[src/rtl/spi_tx_scheduler.sv]
// spi_tx_scheduler: FIFO-buffered launcher that feeds one spi_master transfer per queued byte.
module spi_tx_scheduler #(
    parameter int DEPTH   = 4,
    parameter int GAP     = 2,
    parameter int TIMEOUT = 64
) (
    input  logic       clk,
    input  logic       reset,
    input  logic       s_valid,
    input  logic [7:0] s_data,
    input  logic [1:0] s_mode,
    output logic       s_ready,
    output logic       start,
    output logic [7:0] din,
    output logic [1:0] mode,
    input  logic       ss,
    output logic       busy,
    output logic [7:0] tx_count,
    output logic       timeout_err
);
    localparam int AW = $clog2(DEPTH);
    localparam int CW = $clog2((TIMEOUT > GAP ? TIMEOUT : GAP) + 1);
    localparam logic [AW:0] FULL = (AW + 1)'(DEPTH);
    localparam logic [1:0] S_IDLE = 2'd0, S_LAUNCH = 2'd1, S_WAIT = 2'd2, S_GAP = 2'd3;

    logic [9:0]    mem_q [DEPTH];
    logic [AW-1:0] wptr_q, rptr_q;
    logic [AW:0]   occ_q;
    logic [1:0]    state_q, state_d;
    logic [CW-1:0] cnt_q, cnt_d;
    logic [7:0]    din_q, din_d, tx_q, tx_d;
    logic [1:0]    mode_q, mode_d;
    logic          err_q, err_d, push, pop;

    assign s_ready     = !reset && (occ_q < FULL);
    assign push        = s_valid && s_ready;
    assign start       = state_q == S_LAUNCH;
    assign busy        = state_q != S_IDLE;
    assign din         = din_q;
    assign mode        = mode_q;
    assign tx_count    = tx_q;
    assign timeout_err = err_q;

    // ss is compared against explicit levels so an unknown ss never launches or completes
    always_comb begin
        state_d = state_q;
        cnt_d   = cnt_q;
        din_d   = din_q;
        mode_d  = mode_q;
        tx_d    = tx_q;
        err_d   = err_q;
        pop     = 1'b0;
        case (state_q)
            S_IDLE: if (occ_q != '0 && ss == 1'b1) begin
                state_d          = S_LAUNCH;
                cnt_d            = '0;
                {mode_d, din_d}  = mem_q[rptr_q];
            end
            S_LAUNCH: begin
                cnt_d = cnt_q + 1'b1;
                if (ss == 1'b0) state_d = S_WAIT;
                else if (cnt_q == CW'(TIMEOUT - 1)) begin
                    state_d = S_GAP;
                    cnt_d   = '0;
                    pop     = 1'b1;
                    err_d   = 1'b1;
                end
            end
            S_WAIT: if (ss == 1'b1) begin
                state_d = S_GAP;
                cnt_d   = '0;
                pop     = 1'b1;
                tx_d    = tx_q + 8'd1;
            end
            default: begin
                cnt_d = cnt_q + 1'b1;
                if (cnt_q == CW'(GAP - 1)) state_d = S_IDLE;
            end
        endcase
    end

    always_ff @(posedge clk) begin
        if (reset) begin
            wptr_q  <= '0;
            rptr_q  <= '0;
            occ_q   <= '0;
            state_q <= S_IDLE;
            cnt_q   <= '0;
            din_q   <= '0;
            mode_q  <= '0;
            tx_q    <= '0;
            err_q   <= 1'b0;
        end else begin
            if (push) wptr_q <= wptr_q + 1'b1;
            if (pop) rptr_q <= rptr_q + 1'b1;
            occ_q   <= occ_q + (AW + 1)'(push) - (AW + 1)'(pop);
            state_q <= state_d;
            cnt_q   <= cnt_d;
            din_q   <= din_d;
            mode_q  <= mode_d;
            tx_q    <= tx_d;
            err_q   <= err_d;
        end
    end

    // Storage needs no reset: the pointers alone define which entries are live.
    always_ff @(posedge clk) begin
        if (push) mem_q[wptr_q] <= {s_mode, s_data};
    end
endmodule

[config.mk]
export PLATFORM = sky130hd
export DESIGN_NAME = spi_tx_scheduler
export DESIGN_NICKNAME = d
export VERILOG_FILES = /design/src/rtl/spi_tx_scheduler.sv
export SDC_FILE = /design/constraint.sdc
export NUM_CORES = 1
export LEC_CHECK = 0
export ABC_AREA = 0
export ABC_CLOCK_PERIOD_IN_PS = 4100
export BUFFER_PORTS_ARGS = -buffer_cell sky130_fd_sc_hd__buf_4
export CORE_ASPECT_RATIO = 1.1
export CORE_MARGIN = 2
export CORE_UTILIZATION = 30
export DETAILED_ROUTE_END_ITERATION = 10
export MAX_ROUTING_LAYER = met4
export PLACE_DENSITY = 0.46
export SETUP_SLACK_MARGIN = 0.05
export SKIP_LAST_GASP = 1
export SYNTH_ARGS = -nofsm -noshare
export SYNTH_HDL_FRONTEND = slang
export SYNTH_SLANG_ARGS = --single-unit
[constraint.sdc]
create_clock -name clk -period 4.1 [get_ports clk]
set_clock_uncertainty 0.2 [all_clocks]
set_input_delay 0.82 -clock clk [delete_from_list [all_inputs] [get_ports clk]]
set_output_delay 0.82 -clock clk [all_outputs]
set_load 0.02 [all_outputs]
; Yosys cells after proc, flatten, opt, wreduce, memory -nomap -nowiden
; Memory sizes are Yosys's and may differ from the RTL's. A register that Yosys moved wholly into a read port is not among the register bits.
; Cells that the tools add are included.
[word_totals]
ramBits = 40
reg_bits = 25
n_memories = 1
word_cells = 52
input_bits = 14
output_inout_bits = 22
[memory_table]
columns = name, depth, width, rd, rd_clocked_by_memory_dff, write_ports, line
row1 = mem_q, 4, 10, 1, 1, 1, 26  ; logic [9:0] mem_q [DEPTH];
[op_classes]
n_mux = 17
n_addsub = 6
n_reduce_logical = 13
eq_ne = 7
magnitude_cmp = 1
[ops]
columns = op, n
row1 = 7-bit 2-to-1 mux, 4
row2 = 7-bit case mux with 3 select lines, 1
row3 = 2-bit 2-to-1 mux, 5
row4 = "8-bit by 1-bit adder with 8-bit output, second input constant", 1
row5 = "7-bit by 1-bit adder with 7-bit output, second input constant", 1
row6 = "7-bit by 1-bit == test with 1-bit output, second input constant", 1
row7 = "7-bit by 6-bit == test with 1-bit output, second input constant", 1
row8 = 2-bit case mux with 3 select lines, 1
row9 = 2-bit AND reduction, 3
row10 = 1-bit 2-to-1 mux, 5
row11 = "2-bit by 1-bit adder with 2-bit output, second input constant", 2
row12 = "2-bit != test, second input constant", 2
row13 = 4-bit AND reduction, 1
row14 = 4-bit nonzero test, 1
row15 = 3-bit by 1-bit adder with 3-bit output, 1
row16 = 1-bit logical AND, 3
row17 = "3-bit less-than comparator, second input constant", 1
row18 = "3-bit by 2-bit != test with 1-bit output, second input constant", 1
row19 = 3-bit AND reduction, 1
row20 = 3-bit nonzero test, 1
row21 = 3-bit by 1-bit subtractor with 3-bit output, 1
row22 = "2-bit by 1-bit == test with 1-bit output, second input constant", 1
row23 = "2-bit == test, second input constant", 1
row24 = 2-bit zero test, 1
row25 = other kinds (3), 3

; Logic depth before layout (Yosys ltp)
[depth]
word_depth = 5
ltp_mapped = 13
mapped_depth_nobuf = 12

; Worst setup path after synthesis
; No wires, ideal clock.
[synth_timing]
path_kind = input -> register
startpoint = input port ss
endpoint = register occ_q[2]
arrival_time_ns = 2.629
setup_ns = 0.128
required_time_ns = 3.772
path_buffers = 2
setup_slack_ns = 1.143
cell_stages = 12
cell_sequence = clkbuf_2 -> and2_1 -> buf_2 -> a41oi_1 -> nor2_1 -> ha_1 -> inv_1 -> ha_1 -> inv_1 -> fa_1 -> xnor2_1 -> nor2_1
[synth_via]
elab_chain_cells = 3
word_cells_on_any_way = 4
cone_classes = add/sub (1) / mux (3)
[synth_rtl]
columns = item, line
row1 = start: declaration, 16  ; input logic ss,
row2 = "1-bit 2-to-1 mux, on equally long branches", "69, 61"
row3 = 1-bit case mux with 2 select lines *, 53  ; case (state_q)
row4 = net pop, 33  ; logic err_q, err_d, push, pop;
row5 = 3-bit by 1-bit subtractor with 3-bit output *, 96  ; occ_q <= occ_q + (AW + 1)'(push) - (AW + 1)'(pop);
row6 = end signal: assignment, 96
row7 = end: declaration, 28  ; logic [AW:0] occ_q;
; Mark *: on every way through the listed nets, which the timed path passes. The rest lies on a longest branch.
; A chain may end at the register's enable or synchronous reset.

; Final worst setup path
[layout_timing]
startpoint = register state_q[0]
endpoint = register occ_q[2]
[layout_via]
elab_chain_cells = 3
word_cells_on_any_way = 4
cone_classes = add/sub (1) / eq/ne (2) / mux (1)
[layout_rtl]
columns = item, line
row1 = start: declaration, 29  ; logic [1:0] state_q, state_d;
row2 = start signal: assignment, 97  ; state_q <= state_d;
row3 = 2-bit == test / 2-bit by 1-bit == test with 1-bit output (equally long branches), 53
row4 = 1-bit case mux with 2 select lines *, 53
row5 = net pop, 33
row6 = 3-bit by 1-bit subtractor with 3-bit output *, 96
; Marks and branches as above.

==> qor.txt <==
DRC: 0
number of global-route vias before repair: 1,906
cell-internal power: 1.363 mW
Mapped Area: 0.003147 mm2
crit-path cells: inv_1 -> ha_1 -> and2_1 -> a41oi_1 -> nor2_1 -> ha_1 -> inv_1 -> ha_1 -> inv_1 -> fa_1 -> xnor2_1 -> nor2_1
DR vias/cell: 4.419
mean post-synth cell area: 12.69 um2
fin nets: 315
TritonCTS buffer count: 9
P&R area growth vs syn: 21.67%
via count: 1,918
TritonCTS clock tree: done
Cell variety after synth: 40
die height: 111.4 um
slowest cell on the critical path: dfxtp_1
depth of the worst hold-timing path: 2
EDFF count, synth: 40
synth top area cells: edfxtp_1 (38%), dfxtp_1 (22%), mux4_2 (7.2%), ha_1 (5.6%), nand2_1 (3.5%)
Primary FF master, synth: edfxtp_1
Peak Freq: 352.5 MHz
RSZ-0062 raised after global routing: false
Switching Share: 0.2718
Tightest Pin Transition: 0.7701 ns
crit end category: flop
register area: 0.001902 mm2
drt first pass iters: 4
Setup crit start kind: flop
multi-input combinational cell area: 0.001162 mm2
Synth area leader: edfxtp_1
most common cell in the netlist: edfxtp_1
final setup violating endpoints: 0
Fill cells: 1,002
post-route ant nets: 0
reg2reg setup slack: 1.26 ns
Static Leak: 1.412 nW
Routability Congestion: 0.7416
delay of the slowest critical-path stage: 0.38 ns
initial antenna violation count: 0
logic gate share of total power: 0.159
MaxCap Viol Count: 0
die area: 0.01133 mm2
Starting Density: 0.3056
reg2reg start: state_q[0]
final worst path period need: 2.837 ns
setup_tns: 0 ns
I/O Pins: 36
power share of the clock group: 0.380
Commonest cells post-synth: edfxtp_1 (40), dfxtp_1 (35), nand2_1 (29), nor2_1 (20), a21oi_1 (15)
Reg clk slew, reported paths: 0.06 ns
clock latency on the worst-skew pair: 0.33 ns
CP required: 4.11 ns
clock root buffer master: clkbuf_16
outcome: complete, no violations
synthesis-stage register bit count: 75
Setup Buffers After CTS: 0
crit path max fanout: 9
GRT Overall Usage: 0.1171
synthesized instance count: 248
final hold viol count: 0
sequential cell area fraction in the yosys report: 0.6044
sequential share of power: 0.461
1st-iter DRT viols: 53
Die Width: 101.7 um
htree depth: 3
final core utilization: 0.3719
top cell type's share of synthesized area: 0.3817
FF-to-FF path depth: 12
Critical Path Source: state_q[0]
Final Cycle Share: 0.6920
Max Root-Sink Buffers: 2
largest net degree at the start of global routing: 30
arrival time worst endpoint: 2.84 ns
share of post-route cells with drive strength above 1: 0.2234
WL final: 5.948 mm
DPL Wire Length: 4.114 mm
Relative slew margins: 0.4859
ANT cells: 0
synth warn: 0
pwr/cell area: 489.1 mW/mm2
total gr overflow: 0
per-cell routed wire length: 13.71 um
syn_nets: 277
FFs w/ async S/R, synth: 0
row count: 39
fin. max-slew vios: 0
Worst VDD drop: 0.1920 mV
first-pass GRT wire length: 9.735 mm
Hold Crit Class: reg -> reg
clock sinks: 75
WS Path Type: reg -> reg
net switching power: 0.5090 mW
Port Buf Inserts: 35
Hold-fix buffers, CTS: 0
post-CTS sizing: 0
Core Footprint: 0.01030 mm2
total power: 1.872 mW
HP Start: din[7]
layout make-up:
class | instances | share of cell area
Sequential cell | 75 | 0.4967
Clock inverter | 5 | 0.01078
Timing Repair Buffer | 35 | 0.06863
Inverter | 13 | 0.01275
Multi-Input combinational cell | 152 | 0.3036
Tap cell | 143 | 0.04673
Clock buffer | 11 | 0.06078
power by group through the flow:
stage               clock network [mW]  logic [mW]  registers (mW)
global route                     0.769       0.330           0.869
detailed placement                   0       0.302           0.880
floorplan                            0       0.195           0.885
finish                           0.712       0.297           0.863
global placement                     0       0.304           0.878
CTS                              0.738       0.302           0.864
registers in the layout (all words and copies together), names as in the netlist:
register	count
timeout_err	1
state_q	2
tx_count	8
rptr_q	2
mem_q	40
din	8
occ_q	3
mode	2
cnt_q	7
wptr_q	2
metal layers:
layer | global-route usage | vias to the layer above | part of all wire
met5 | - | - | 0
met4 | 0.03153 | 0 | 0.0064
met3 | 0.04583 | 5 | 0.029
met2 | 0.1807 | 30 | 0.49
met1 | 0.1427 | 915 | 0.47
li1 | - | 968 | -
cell families (layout without fill, tap and decap cells):
family                   after synthesis  count (layout)  share of synthesized area
buffers and inverters                 21              64                    0.02624
multiplexers                          13              13                    0.08151
XOR/XNOR                              14              14                    0.03897
AO/OA/AOI/OAI                         28              28                    0.05885
flip-flops                            75              75                     0.6044
AND/OR/NAND/NOR                       82              82                     0.1280
adder cells (fa/ha/maj)               15              15                    0.06203
cells in the final DEF (no fill, tap or decap), types with 2 or more instances in the layout:
cell        Yosys  layout
mux2i_1         2       2
clkinv_4        0       3
xor2_1         11      11
o31ai_1         3       3
or4_1           2       2
buf_4           0      35
clkbuf_1        4       2
xnor2_1         3       3
clkinvlp_4      0       2
nor4_1          2       2
edfxtp_1       40      40
dfxtp_1        35      35
nand4_1         4       4
ha_1           14      14
nand2_1        29      29
nor2b_1         2       2
a41oi_1         2       2
nor2_1         20      20
clkbuf_16       0       9
nand3_1         5       5
a21oi_1        15      15
inv_1          13      13
mux4_2         10      10
and2_1          2       2
and3_1          9       9
or3_1           2       2
stage by stage:
stage	instance area [um2]	hold slack, ns	setup WS, ns	cells
CTS	3829	0.2681	1.230	434
global placement	3555	0.2472	1.025	418
floorplan	3147	0.2653	1.143	248
detailed placement	3555	0.2591	0.9901	418
finish	3829	0.2623	1.263	434
global route	3829	0.2845	1.015	434
worst max-delay path: cells and delay by family (launching register included):
family          cells  cell delay (ns)
buf+inv             3             0.20
simple gates        3             0.41
flops               1             0.38
fa+ha+maj           4             1.00
xor+xnor            1             0.16
compound gates      1             0.38
final timing paths:
| kind | endpoint |
|---|---|
| worst max-delay path | occ_q[2] |
| worst min-delay path | din[7] |
| worst max register to register | occ_q[2] |
| worst min register to register | din[7] |
(Power assumes the default switching activity.)
